==> src/rtl/odd_signals_pkg.sv <==
// Shared constants for the four-input odd-parity detector family.
// The counter width default applies when ODD_NUMBER_OF_SIGNALS_CNT_EN is defined.
package odd_signals_pkg;

  localparam int N_IN          = 4;
  localparam int ONES_W        = 3;
  localparam int CNT_W_DEFAULT = 8;

endpackage : odd_signals_pkg

==> src/rtl/odd_number_of_signals_popcount4.sv <==
// popcount4: combinational population count and odd parity of four 1-bit inputs.
module popcount4
  import odd_signals_pkg::*;
(
  input  logic              a0,
  input  logic              a1,
  input  logic              a2,
  input  logic              a3,
  output logic [ONES_W-1:0] ones,
  output logic              parity
);

  // Plain XOR/add so X or Z on any input reaches both outputs unfiltered.
  assign ones   = {2'b00, a0} + {2'b00, a1} + {2'b00, a2} + {2'b00, a3};
  assign parity = a0 ^ a1 ^ a2 ^ a3;

endmodule : popcount4

==> src/rtl/odd_number_of_signals.sv <==
// Four-input odd-parity detector with popcount, registered parity and sticky odd flag.
// Define ODD_NUMBER_OF_SIGNALS_CNT_EN to add the saturating odd_cnt counter (width CNT_W).
module odd_number_of_signals
  import odd_signals_pkg::*;
#(
  parameter int CNT_W = CNT_W_DEFAULT
)
(
  input  logic              clk,
  input  logic              rst,
  input  logic              in0,
  input  logic              in1,
  input  logic              in2,
  input  logic              in3,
  output logic              out,
  output logic [ONES_W-1:0] ones,
  output logic              out_q,
  output logic              odd_seen
`ifdef ODD_NUMBER_OF_SIGNALS_CNT_EN
  ,
  output logic [CNT_W-1:0]  odd_cnt
`endif
);

  // out and ones never touch clk or rst, so they stay live during reset.
  popcount4 u_popcount4 (
    .a0     (in0),
    .a1     (in1),
    .a2     (in2),
    .a3     (in3),
    .ones   (ones),
    .parity (out)
  );

  // NOTE: non-blocking assignments make every flop sample pre-edge values,
  // which is what gives odd_seen its extra cycle behind out_q.
  always_ff @(posedge clk or posedge rst) begin
    if (rst) begin
      out_q    <= 1'b0;
      odd_seen <= 1'b0;
    end else begin
      out_q    <= out;
      odd_seen <= odd_seen | out_q;
    end
  end

`ifdef ODD_NUMBER_OF_SIGNALS_CNT_EN
  localparam logic [CNT_W-1:0] CNT_MAX = '1;

  // Saturates at all-ones instead of wrapping.
  always_ff @(posedge clk or posedge rst) begin
    if (rst) begin
      odd_cnt <= '0;
    end else if (out && (odd_cnt != CNT_MAX)) begin
      odd_cnt <= odd_cnt + CNT_W'(1);
    end
  end
`endif

endmodule : odd_number_of_signals

==> config.mk <==
export PLATFORM = sky130hd
export DESIGN_NAME = odd_number_of_signals
export DESIGN_NICKNAME = d
export VERILOG_FILES = /design/src/rtl/odd_signals_pkg.sv /design/src/rtl/odd_number_of_signals_popcount4.sv /design/src/rtl/odd_number_of_signals.sv
export SDC_FILE = /design/constraint.sdc
export NUM_CORES = 1
export LEC_CHECK = 0
export ABC_AREA = 0
export CORE_AREA = 3 3 40 42
export DETAILED_ROUTE_END_ITERATION = 6
export DIE_AREA = 0 0 43 45
export PLACE_DENSITY_LB_ADDON = 0.15
export SYNTH_ARGS = -nofsm -noshare
export SYNTH_HDL_FRONTEND = slang
export SYNTH_SLANG_ARGS = --single-unit
==> constraint.sdc <==
create_clock -name clk -period 4.8 [get_ports clk]
set_clock_uncertainty 0.1 [all_clocks]
set_input_delay 1.2 -clock clk [delete_from_list [all_inputs] [get_ports clk]]
set_output_delay 1.2 -clock clk [all_outputs]
set_load 0.005 [all_outputs]
==> impl_metrics.json <==
{
  "synth-compound-area-share": 0,
  "grt_pass1_vias": 126,
  "critPathMaxFanout": 1,
  "die_area_mm2": 0.00194,
  "cp.required_ns": 3.50,
  "ys_warn_count": 0,
  "leakagePower_nw": 0.107,
  "reg2reg_from": "out_q$_DFF_PP0_",
  "layout_commonest_cell": "clkdlybuf4s50_1",
  "post_drt_via_cell_ratio": 2.97,
  "post_cts_resized": 0,
  "whs_ns": 0.366,
  "finalWorstSetupSlack_ns": 0.435,
  "initial_core_util": 0.0876,
  "layout_common_cells": "clkdlybuf4s50_1 (11), clkbuf_4 (3), ha_1 (2), dfrtp_1 (2)",
  "dp_slack_ns": 0.422,
  "grt.total_usage": 0.0466,
  "post-dp-hpwl_um": 281,
  "setup_viol_count_final": 0,
  "r2r_slack_ns": 3.99,
  "place.gp.congestion": 0.621,
  "rows": 13,
  "numClockSinks": 2,
  "fin_crit_ns": 4.36,
  "synth_cell_types": 6,
  "cp.arrival_ns": 3.06,
  "min_path_type": "flip-flop to flip-flop",
  "synth_nets": 17,
  "end_kind": "primary output",
  "worst_skew_pair.late_latency_ns": 0.22,
  "tns_ns": 0,
  "drv_cap": 0,
  "drc": 0,
  "io_pins": 12,
  "synth_top_family_by_area": "adder cells",
  "clockBufferDepth": 2,
  "grt_overflow": 0,
  "root_buffer": "clkbuf_4",
  "die_w_um": 43,
  "synthSimpleGateAreaFrac": 0.0556,
  "ys_seq_elements": 2,
  "power_mw": 0.0795,
  "drtAntennaViolNets": 0,
  "synthAdderAreaFrac": 0.400,
  "antenna_found_initial": 0,
  "tightest_slew_ns": 0.128,
  "hold_viol": 0,
  "vias": 107,
  "drive_gt1_frac": 0.143,
  "powerDensity_mw_per_mm2": 310,
  "avgRoutedWirePerCell_um": 8.78,
  "rsz0062_at_grt": "false",
  "io_buffers": 11,
  "fin_cells": 36,
  "ir_drop_v": 0.0000624,
  "htreeDepth": 1,
  "slew_viol_final": 0,
  "post-route-period-util": 0.909,
  "grt_max_degree": 4,
  "n_antenna_cell": 0,
  "crit_start": "in0",
  "first_iter_violations": 0,
  "hp-start": "out_q$_DFF_PP0_",
  "crit_path_start_kind": "input port",
  "clock.fmax_ghz": 0.229,
  "cts_tree": "yes",
  "cts.clk_slew.worst_paths_ns": 0.03,
  "layout.nets": 32,
  "avgSynthCellArea_um2": 14.1,
  "status": "finished, final reports clean",
  "syn_area_um2": 113,
  "wirelength_um": 316,
  "design.core.area_mm2": 0.00128,
  "cts_made_buffers": 3,
  "synthToLayoutAreaGrowth_pct": 128,
  "synth_cells": 8,
  "relSlewSlack": 0.915,
  "muxShareOfSynthArea": 0,
  "cts_setup_buffers": 0,
  "yosys.area_share.xor_xnor": 0,
  "crit_type": "input port to primary output",
  "placedCellCount": 33,
  "grt_pass1_wl_um": 510,
  "chipHeight_um": 45,
  "cts_hold_buf": 0,
  "drt_pass1_iterations": 1,
  "yosysSeqAreaShare": 0.444
}
-- per-stage QoR --
| stage | utilization | area [um^2] |
|---|---|---|
| floorplan | - | 113 |
| CTS | 0.200 | 256 |
| global placement | 0.182 | 234 |
| finish | 0.200 | 256 |
| global route | 0.200 | 256 |
| detailed placement | 0.182 | 234 |
-- power breakdown --
part           switching, mW  total (mW)  leakage [nW]  internal, mW
Sequential          0.000618      0.0193        0.0204        0.0187
Combinational        0.00728      0.0244        0.0728        0.0172
Clock                0.00825      0.0357        0.0138        0.0274
-- final cells by class --
cell class / count / area, um^2
Multi-Input combinational cell: 4 / 51.3
Inverter: 1 / 3.75
Fill cell: 143 / 1030
Timing Repair Buffer: 11 / 110
Tap cell: 15 / 18.8
Clock buffer: 3 / 22.5
Sequential cell: 2 / 50.0
-- flip-flops by register name (all words and copies together) (netlist names) --
register  flops
odd_seen      1
out_q         1
-- cells in the mapped netlist (all sizes together) --
cell   n  area, um^2
fa     1        20.0
buf    1        7.51
dfrtp  2        50.1
or2    1        6.26
inv    1        3.75
ha     2        25.0
-- cells by family (layout without fill, tap and decap cells) --
group                      count (synthesis)  count (layout)
adders and majority gates                  3               3
and+or+nand+nor                            1               1
buffers and inverters                      2              15
DFF                                        2               2
-- critical path: stages --
cell,delay (ns)
clkdlybuf4s50_1,0.40
ha_1,0.31
fa_1,0.38
ha_1,0.28
clkdlybuf4s50_1,0.50
-- worst paths after layout --
path,endpoint,depth (start not counted)
hold reg to reg,odd_seen$_DFF_PP0_,1
hold / removal,odd_seen$_DFF_PP0_,1
max in group asynchronous,out_q$_DFF_PP0_,2
min in group asynchronous,odd_seen$_DFF_PP0_,2
setup reg to reg,odd_seen$_DFF_PP0_,1
setup / recovery,ones[1],5
-- layer usage --
metal,up-vias,share of wire,GRT usage
met4,0,0,0.0723
met2,12,0.47,0.0629
li1,50,-,-
met3,0,0.20,0.0359
met5,-,0,0
met1,45,0.33,0.0337
(Power assumes the default switching activity.)
